===== config.mk =====
export PLATFORM = sky130hd
export DESIGN_NAME = branch_stat_unit
export DESIGN_NICKNAME = d
export VERILOG_FILES = /design/src/rtl/brstat_pkg.sv /design/src/rtl/brstat_counter.sv /design/src/rtl/branch_stat_unit.sv
export SDC_FILE = /design/constraint.sdc
export NUM_CORES = 1
export LEC_CHECK = 0
export BUFFER_PORTS_ARGS = -buffer_cell sky130_fd_sc_hd__clkbuf_2
export CAP_MARGIN = 10
export CORE_MARGIN = 2
export CORE_UTILIZATION = 60
export CTS_BUF_LIST = sky130_fd_sc_hd__clkbuf_4
export DETAILED_ROUTE_END_ITERATION = 16
export GPL_TIMING_DRIVEN = 0
export PLACE_DENSITY = 0.77
export SLEW_MARGIN = 20
export SYNTH_ARGS = -nofsm -noshare
export SYNTH_HDL_FRONTEND = slang
export SYNTH_SLANG_ARGS = --single-unit

===== constraint.sdc =====
create_clock -name clk -period 14.7 [get_ports clk]
set_clock_uncertainty 0.1 [all_clocks]
set_input_delay 2.205 -clock clk [delete_from_list [all_inputs] [get_ports clk]]
set_output_delay 2.205 -clock clk [all_outputs]
set_load 0.005 [all_outputs]

===== src/rtl/brstat_pkg.sv =====
// rtl/brstat_pkg.sv - shared constants and FSM state type for the branch statistics unit
package brstat_pkg;
    localparam int NUM_CNT = 11;

    localparam int BRSTAT_IDX_BEQ    = 0;
    localparam int BRSTAT_IDX_BNE    = 1;
    localparam int BRSTAT_IDX_BLT    = 2;
    localparam int BRSTAT_IDX_BGE    = 3;
    localparam int BRSTAT_IDX_BLTU   = 4;
    localparam int BRSTAT_IDX_BGEU   = 5;
    localparam int BRSTAT_IDX_JAL    = 6;
    localparam int BRSTAT_IDX_JALR   = 7;
    localparam int BRSTAT_IDX_FLUSH  = 8;
    localparam int BRSTAT_IDX_CYCLES = 9;
    localparam int BRSTAT_IDX_TOTAL  = 10;

    typedef enum logic [1:0] {
        IDLE = 2'd0,
        SNAP = 2'd1,
        DONE = 2'd2
    } brstat_state_t;
endpackage


===== src/rtl/brstat_counter.sv =====
// rtl/brstat_counter.sv - one event counter with clear, sticky overflow, optional saturation (BRSTAT_SATURATE_EN)
module brstat_counter #(
    parameter int CNT_W = 32
) (
    input  logic             clk,
    input  logic             rst,
    input  logic             i_inc,
    input  logic             i_clr,
    output logic [CNT_W-1:0] o_cnt,
    output logic             o_ovf
);
    logic [CNT_W-1:0] r_cnt;
    logic             r_ovf;
    logic             w_full;

    assign w_full = &r_cnt;

    always_ff @(posedge clk) begin
        if (rst || i_clr) begin
            r_cnt <= '0;
            r_ovf <= 1'b0;
        end else if (i_inc) begin
            if (w_full) begin
                r_ovf <= 1'b1;
`ifdef BRSTAT_SATURATE_EN
                r_cnt <= r_cnt;
`else
                r_cnt <= '0;
`endif
            end else begin
                r_cnt <= r_cnt + 1'b1;
            end
        end
    end

    assign o_cnt = r_cnt;
    assign o_ovf = r_ovf;
endmodule


===== src/rtl/branch_stat_unit.sv =====
// rtl/branch_stat_unit.sv - control-flow event counters with snapshot shadow bank and registered read port
module branch_stat_unit
    import brstat_pkg::*;
#(
    parameter int CNT_W = 32
) (
    input  logic             clk,
    input  logic             rst,
    input  logic             en,
    input  logic             clr,
    input  logic             stat_beq,
    input  logic             stat_bne,
    input  logic             stat_blt,
    input  logic             stat_bge,
    input  logic             stat_bltu,
    input  logic             stat_bgeu,
    input  logic             stat_jal,
    input  logic             stat_jalr,
    input  logic             stat_PL_flush,
    input  logic             snap_req,
    output logic             snap_ack,
    input  logic             rd_req,
    input  logic [3:0]       rd_sel,
    output logic             rd_valid,
    output logic [CNT_W-1:0] rd_data,
    output logic [10:0]      ovf
);
    logic [NUM_CNT-1:0] w_inc;
    logic [NUM_CNT-1:0] w_ovf;
    logic [5:0]         w_branch;
    logic [CNT_W-1:0]   w_live   [NUM_CNT];
    logic [CNT_W-1:0]   r_shadow [NUM_CNT];
    logic [CNT_W-1:0]   w_rd_mux;
    brstat_state_t      r_state;
    logic               r_snap_ack;
    logic               r_rd_valid;
    logic [CNT_W-1:0]   r_rd_data;

    assign w_branch = {stat_bgeu, stat_bltu, stat_bge, stat_blt, stat_bne, stat_beq};

    assign w_inc[BRSTAT_IDX_BEQ]    = en & stat_beq;
    assign w_inc[BRSTAT_IDX_BNE]    = en & stat_bne;
    assign w_inc[BRSTAT_IDX_BLT]    = en & stat_blt;
    assign w_inc[BRSTAT_IDX_BGE]    = en & stat_bge;
    assign w_inc[BRSTAT_IDX_BLTU]   = en & stat_bltu;
    assign w_inc[BRSTAT_IDX_BGEU]   = en & stat_bgeu;
    assign w_inc[BRSTAT_IDX_JAL]    = en & stat_jal;
    assign w_inc[BRSTAT_IDX_JALR]   = en & stat_jalr;
    assign w_inc[BRSTAT_IDX_FLUSH]  = en & stat_PL_flush;
    assign w_inc[BRSTAT_IDX_CYCLES] = en;
    assign w_inc[BRSTAT_IDX_TOTAL]  = en & (|w_branch);

    for (genvar gi = 0; gi < NUM_CNT; gi++) begin : g_cnt
        brstat_counter #(
            .CNT_W (CNT_W)
        ) u_cnt (
            .clk   (clk),
            .rst   (rst),
            .i_inc (w_inc[gi]),
            .i_clr (clr),
            .o_cnt (w_live[gi]),
            .o_ovf (w_ovf[gi])
        );
    end

    // Shadow is loaded on the SNAP->DONE edge from pre-edge live values,
    // so a same-cycle clear or increment never leaks into the snapshot.
    always_ff @(posedge clk) begin
        if (rst) begin
            r_state    <= IDLE;
            r_snap_ack <= 1'b0;
            for (int i = 0; i < NUM_CNT; i++) begin
                r_shadow[i] <= '0;
            end
        end else begin
            case (r_state)
                IDLE: begin
                    if (snap_req) begin
                        r_state <= SNAP;
                    end
                end
                SNAP: begin
                    r_state    <= DONE;
                    r_snap_ack <= 1'b1;
                    for (int i = 0; i < NUM_CNT; i++) begin
                        r_shadow[i] <= w_live[i];
                    end
                end
                DONE: begin
                    if (!snap_req) begin
                        r_state    <= IDLE;
                        r_snap_ack <= 1'b0;
                    end
                end
                default: begin
                    r_state    <= IDLE;
                    r_snap_ack <= 1'b0;
                end
            endcase
        end
    end

    always_comb begin
        w_rd_mux = '0;
        if (rd_sel < 4'(NUM_CNT)) begin
            w_rd_mux = r_shadow[rd_sel];
        end
    end

    always_ff @(posedge clk) begin
        if (rst) begin
            r_rd_valid <= 1'b0;
            r_rd_data  <= '0;
        end else begin
            r_rd_valid <= rd_req;
            if (rd_req) begin
                r_rd_data <= w_rd_mux;
            end
        end
    end

    assign snap_ack = r_snap_ack;
    assign rd_valid = r_rd_valid;
    assign rd_data  = r_rd_data;
    assign ovf      = w_ovf;
endmodule


==> flow_metrics.tcl, run 1 <==
set metrics [dict create \
    stdcell_count 4179 \
    clockBufferDepth 3 \
    synthTopCellsByArea "edfxtp_1 32%, dfxtp_1 24%, and2_1 5.7%" \
    cpMaxStageDelayCell "nor2_1" \
    period_minus_slack_ns 4.846 \
    timing.final.crit_share_pct 32.97 \
    reg2regPathDepth 6 \
    avgViaCountPerCell 6.126 \
    synthToLayoutAreaGrowth_pct 11.44 \
    ctsHoldBuffers 0 \
    cts_setup_buffers 0 \
    drt.antenna.violating_nets 0 \
    yosysSeqAreaShare_pct 55.89 \
    synth_compound_area_share_pct 3.870 \
    hold_depth 2 \
    syn_nets 3097 \
    reg2reg_slack_ns 10.98 \
    drt_pre_antenna_iters 9 \
    cts_resized 0 \
    p_leak_nw 12.91 \
    hold_path.startpoint "rd_data[5]" \
    setup-violations-final 0 \
    fmax_ghz 0.2064 \
    synth_top_area_cell "edfxtp_1" \
    first_global_vias 23610 \
    drv_slew 0 \
    synth_area_um2 33200 \
    clockPowerShare_pct 41.6 \
    path_clk_slew_ns 0.07 \
    dieArea_um2 57240 \
    start_util_pct 60.50 \
    finalWorstSetupSlack_ns 9.854 \
    switching_share_pct 24.34 \
    slew_headroom_pct 15.97 \
    p_switching_mw 1.042 \
    crit_fanout 10 \
    final_layout_size_suffix_gt1_share_pct 14.21 \
    path_cells "clkbuf_2, clkbuf_1, nor2_1, clkbuf_1, clkbuf_1, nand3_1, o21ai_0" \
    vias 25600 \
    vdd_drop_max_v 0.00008470 \
    ys_ff_latch 751 \
    track_usage_pct 32.24 \
    status "finished, final reports clean" \
    dpl.hpwl_um 66540 \
    place_inst 3837 \
    avgSynthCellArea_um2 10.83 \
    core-area_um2 54880 \
    cts_tree "built" \
    wl_um 92210 \
    crit_top_cell "clkbuf_1" \
    yosys.area_share.simple_pct 23.39 \
    die_y_um 239.2 \
    synth_xor_area_share_pct 7.571 \
    drt_iter0_drc 3117 \
    slowest_delay_ns 0.98 \
    timing.rr.start "r_state[1]" \
    power_density_nw_per_um2 115.7 \
    pwr-share-seq_pct 53.2 \
    cts_num_sinks 751 \
    maxCapViolations 0 \
    die_w_um 239.2 \
    cts_buffers 183 \
    ios 64 \
    min_to "rd_data[5]" \
    grt_antenna_before_repair 5 \
    dp_slack_ns 8.907 \
    drcViolationCount 0 \
    grt_pass1_wl_um 137300 \
    wl_per_cell_um 22.06 \
    cts_root_buf "clkbuf_4" \
    final_area_um2 37000 \
    io_buffers 59 \
    synth-warning-count 0 \
    grt.overflow.total 0 \
    num_rows 86 \
    routabilityCongestion 0.9815 \
    worstSetupStartpointType "input port" \
    pwr-share-comb_pct 5.1 \
    p_int_mw 3.240 \
    synth_top_cell_area_share_pct 31.83 \
    worst_slew_pin_slew_ns 1.256 \
    grt_setup_unrepaired "no" \
    syn_inst 3067 \
    synth_edf_count 352 \
    critPathArrivalTime_ns 5.70 \
    htree_num_levels 4 \
    crit_path_end_kind "flip-flop" \
    grt_max_degree 62 \
    worstSetupPathType "input port to flip-flop" \
    synthFlopType "dfxtp_1" \
    synth.area.mux_share_pct 6.361 \
    hold_class "flip-flop to flip-flop" \
    synth_top_family_by_area "simple AND/OR/NAND/NOR gates" \
    synth_cell_types 62 \
    clk_latency_ns 1.08 \
    placed_cell_area_um2 34570 \
    hold_violations 0 \
    synth-adder-area-share_pct 0.4145 \
    synthArstFlopShare_pct 0 \
    final_nets 3348 \
    timing.rr.end "r_shadow[2][30]" \
    required_ns 15.55 \
]
layout by cell type, fill, tap and decap left out, types with 6 or more instances in the layout:
| cell type | n |
|---|---|
| nand4_1 | 122 |
| nand3_1 | 142 |
| xnor2_1 | 133 |
| or4_1 | 10 |
| clkbuf_4 | 276 |
| buf_4 | 12 |
| and3_1 | 39 |
| mux2i_1 | 67 |
| or3_1 | 35 |
| nor2b_1 | 35 |
| nor2_1 | 409 |
| inv_1 | 42 |
| and2_1 | 302 |
| dfxtp_1 | 399 |
| ha_1 | 11 |
| o21ai_0 | 49 |
| clkbuf_1 | 97 |
| clkbuf_2 | 61 |
| diode_2 | 6 |
| edfxtp_1 | 352 |
| nor4_1 | 55 |
| nor3_1 | 88 |
| buf_2 | 30 |
| mux4_2 | 64 |
| clkinv_1 | 48 |
| xor2_1 | 154 |
| o21a_1 | 8 |
| nand2_1 | 176 |
| and4_1 | 39 |
| buf_1 | 13 |
| or2_2 | 7 |
| a21oi_1 | 73 |
| o221ai_1 | 32 |
power by group through the flow:
stage	combinational [mW]	clock (mW)	sequential [mW]
after floorplan	0.120	0	2.33
after global placement	0.200	0	2.36
after detailed placement	0.213	0	2.32
final	0.220	1.78	2.28
after global routing	0.227	1.91	2.28
after CTS	0.214	1.80	2.28
cells in the mapped netlist, types with 39 or more instances:
cell,instances
nor3_1,88
a21oi_1,73
nand2_1,176
and3_1,39
and4_1,39
clkbuf_1,99
nand4_1,122
inv_1,42
nor4_1,57
nand3_1,142
dfxtp_1,399
nor2_1,409
xor2_1,154
mux2i_1,67
and2_1,302
mux4_2,64
o21ai_0,49
xnor2_1,133
edfxtp_1,352
per-layer routing:
| metal | vias to the layer above | share of wire [%] | track usage (%) |
|---|---|---|---|
| met5 | - | 0.046 | 0 |
| met4 | 6 | 4.7 | 15.89 |
| met3 | 253 | 11 | 7.745 |
| met2 | 1537 | 44 | 47.95 |
| met1 | 12270 | 40 | 44.49 |
| li1 | 11540 | - | - |
sequential cells by signal (all words and copies together) (netlist names):
register and flops:
g_cnt.u_cnt.o_cnt 352, r_shadow 352, rd_data 32, g_cnt.u_cnt.o_ovf 11
r_state 2, rd_valid 1, snap_ack 1
per-stage QoR:
| stage | TNS, ns | hold slack [ns] | power (mW) | util, % |
|---|---|---|---|---|
| 6_report | 0 | 0.3676 | 4.282 | 67.43 |
| 5_1_grt | 0 | 0.3753 | 4.413 | 67.42 |
| 4_1_cts | 0 | 0.3685 | 4.290 | 67.40 |
| 3_5_place_dp | 0 | 0.3469 | 2.536 | 63.00 |
| 3_3_place_gp | -470.04 | 0.3462 | 2.560 | 62.65 |
| 2_1_floorplan | 0 | 0.3259 | 2.451 | - |
layout make-up:
type | count | area (um2)
inverter | 42 | 157.7
antenna | 6 | 15.01
buffer | 155 | 676.9
multi-input combinational | 2119 | 13830
timing repair buffer | 66 | 465.4
clock inverter | 60 | 341.6
sequential | 751 | 18560
tap | 704 | 880.8
clock buffer | 276 | 2072
fill | 4033 | 17880
worst max-delay path, delay by kind of cell:
family          cells  cell delay (ns)
buf+inv             4             2.16
simple gates        2             1.14
compound gates      1             0.18
cells by family after synthesis:
family | Yosys count
AO/OA/AOI/OAI | 202
XOR/XNOR | 287
adder cells (fa/ha/maj) | 11
flip-flops | 751
multiplexers | 131
buffers and inverters | 197
AND/OR/NAND/NOR | 1488
how the worst max path moves through the flow:
| stage | from | end | slack (ns) | depth (start not counted) |
|---|---|---|---|---|
| 5_1_grt | rst | g_cnt[2].u_cnt.o_cnt[19] | 9.85 | 7 |
| 2_1_floorplan | rst | r_shadow[0][0] | 2.67 | 3 |
| 3_5_place_dp | rst | g_cnt[2].u_cnt.o_cnt[14] | 8.91 | 7 |
| 4_1_cts | rst | g_cnt[2].u_cnt.o_cnt[24] | 9.99 | 7 |
| 6_report | rst | g_cnt[8].u_cnt.o_cnt[1] | 9.85 | 7 |
| 3_3_place_gp | rst | r_shadow[4][15] | -1.39 | 4 |
Power figures use the tool's default switching activity.
==> run 2: changes to the inputs <==
--- a/config.mk
+++ b/config.mk
@@ -5,6 +5,7 @@
 export SDC_FILE = /design/constraint.sdc
 export NUM_CORES = 1
 export LEC_CHECK = 0
+export ABC_AREA = 1
 export BUFFER_PORTS_ARGS = -buffer_cell sky130_fd_sc_hd__clkbuf_2
 export CAP_MARGIN = 10
 export CORE_MARGIN = 2
==> constraint.sdc (replaced) <==
create_clock -name clk -period 4.68 [get_ports clk]
set_clock_uncertainty 0.1 [all_clocks]
set_input_delay 0.702 -clock clk [delete_from_list [all_inputs] [get_ports clk]]
set_output_delay 0.702 -clock clk [all_outputs]
set_load 0.005 [all_outputs]
==> run 2 against run 1 <==
Against the previous run:
- via count rose by 29%
- critical path type is now flip-flop to flip-flop
- non-clock buffer count rose by 37
- clock-buffer cell count rose by 8
- final cell count rose by 43%
- wire length rose by 19%
==> flow_metrics.tcl, run 2 <==
set metrics [dict create \
    critPathLaunch "r_state[1]" \
    setup-violations-final 0 \
    worst_slew_pin_slew_ns 1.213 \
    cts_buffers 190 \
    final_util_pct 68.18 \
    critPathArrivalTime_ns 3.71 \
    io_buffers 59 \
    required_ns 5.36 \
    cts_resized 0 \
    fmax_ghz 0.3303 \
    power_density_nw_per_um2 339.5 \
    synth_xor_area_share_pct 2.630 \
    grt_pass1_wl_um 166000 \
    cts_num_sinks 751 \
    grt_busiest_layer "met1" \
    synth_cell_types 52 \
    first_global_vias 29820 \
    slew_headroom_pct 19.15 \
    path_clk_slew_ns 0.07 \
    drt_iter0_drc 3963 \
    worstSetupStartpointType "flip-flop" \
    period_minus_slack_ns 3.027 \
    synth_compound_area_share_pct 6.656 \
    final_area_um2 41150 \
    grt_setup_unrepaired "no" \
    final_layout_size_suffix_gt1_share_pct 10.66 \
    use_met3_pct 10.39 \
    synthTopCellsByCount "997 x nor2_1, 885 x nand2_1, 628 x inv_1" \
    routabilityCongestion 1.016 \
    synth.area.mux_share_pct 0 \
    layout_common_cells "996 x nor2_1, 885 x nand2_1, 627 x inv_1" \
    hold_class "input port to flip-flop" \
    drcViolationCount 0 \
    synth_top_cell_area_share_pct 28.85 \
    synth_top_area_cell "edfxtp_1" \
    vdd_drop_max_v 0.0002493 \
    clockBufferDepth 3 \
    dieArea_um2 63060 \
    track_usage_pct 34.72 \
    timing.final.crit_share_pct 64.68 \
    hold_path.startpoint "clr" \
    synth_edf_count 352 \
    crit_path_end_kind "flip-flop" \
    synthArstFlopShare_pct 0 \
    synth_top_family_by_area "simple AND/OR/NAND/NOR gates" \
    grt.overflow.total 0 \
    synthTopCellsByArea "edfxtp_1 29%, dfxtp_1 22%, nor2_1 10%" \
    cts_root_buf "clkbuf_4" \
    synthToLayoutAreaGrowth_pct 12.32 \
    core-area_um2 60360 \
    wl_per_cell_um 18.38 \
    maxCapViolations 0 \
    grt_antenna_before_repair 3 \
    yosys.area_share.simple_pct 30.92 \
    avgSynthCellArea_um2 7.735 \
    die_w_um 251.1 \
    die_y_um 251.1 \
    avgViaCountPerCell 5.523 \
    synth_most_common_cell "nor2_1" \
    syn_nets 4767 \
    timing.rr.start "r_state[1]" \
    ios 64 \
    start_util_pct 60.70 \
    p_leak_nw 14.63 \
    use_met2_pct 48.45 \
    grt_max_degree 28 \
    hold_violations 0 \
    status "finished, final reports clean" \
    wl_um 109900 \
    final_nets 5051 \
    grt_util_met1_pct 49.17 \
    yosysSeqAreaShare_pct 50.65 \
    fill_cells 5143 \
    placed_cell_area_um2 38400 \
    cts_tree "built" \
    synth_area_um2 36640 \
    crit_fanout 10 \
    ys_ff_latch 751 \
    final_common_cell "nor2_1" \
    htree_num_levels 4 \
    drt_pre_antenna_iters 9 \
    dpl.hpwl_um 82100 \
    synthFlopType "dfxtp_1" \
    num_rows 90 \
    drt.antenna.violating_nets 0 \
    worstSetupPathType "flip-flop to flip-flop" \
    vias 33020 \
    synth-adder-area-share_pct 0.3756 \
    syn_inst 4737 \
    drv_slew 0 \
    clk_latency_ns 1.11 \
    synth-warning-count 0 \
]
run 2: per-stage QoR:
stage                     TNS (ns)  setup WS (ns)  hold slack, ns  power, mW  cells
after floorplan            -682.75         -1.940          0.3162      7.762   4737
after detailed placement         0          1.310          0.3341      8.153   5595
final                            0          1.653          0.1518      13.97   5979
after global placement    -1410.44         -4.059          0.3287      8.129   5578
after CTS                        0          1.829         0.05184      13.97   5968
after global routing             0          1.644         0.06608      14.42   5977
run 2: metal layers:
layer  routed length, um  vias up
met5                  11        -
met4                5146        2
met3               13140      261
met2               44890     1659
met1               46690    15160
li1                    -    15940
run 2: final timing paths:
path                                  end  slack, ns  depth (start not counted)
setup reg to reg           r_shadow[7][1]       1.65                          5
hold reg to reg                r_state[0]       0.35                          1
setup / recovery           r_shadow[7][1]       1.65                          5
hold / removal    g_cnt[3].u_cnt.o_cnt[9]       0.15                          4
run 2: cell type report:
cell class,instances,area (um2),share of cell area (%)
Sequential cell,751,18560,45.10
Multi-Input combinational cell,3176,14880,36.16
Inverter,644,2422,5.886
Clock buffer,284,2132,5.181
Tap cell,782,978.4,2.378
Timing Repair Buffer,92,924.6,2.247
Buffer,166,799.5,1.943
Clock inverter,74,431.7,1.049
Antenna cell,10,25.02,0.06081
run 2: logic make-up after synthesis:
group	after synthesis
and+or+nand+nor	2597
adders and majority gates	11
buffers and inverters	810
xor gates and xnor gates	110
DFF	751
AOI/OAI and AO/OA	458
run 2: repair_timing:
action	CTS	global route
hold endpoints to repair	41	0
setup buffers	0	0
setup endpoints to repair	0	0
hold buffers	15	0
run 2: power by group:
part	internal [mW]	leakage, nW	switching, mW
combinational	0.246	6.17	0.667
sequential	7.06	6.93	0.0861
clock	3.07	1.53	2.84
total	10.4	14.6	3.60
run 2: critical path, cell delays in order, from the launching register on:
cell,delay [ns]
dfxtp_1,0.44
nor2_1,0.10
nand2_1,0.32
clkbuf_1,0.88
clkbuf_1,0.76
nor2_1,0.11
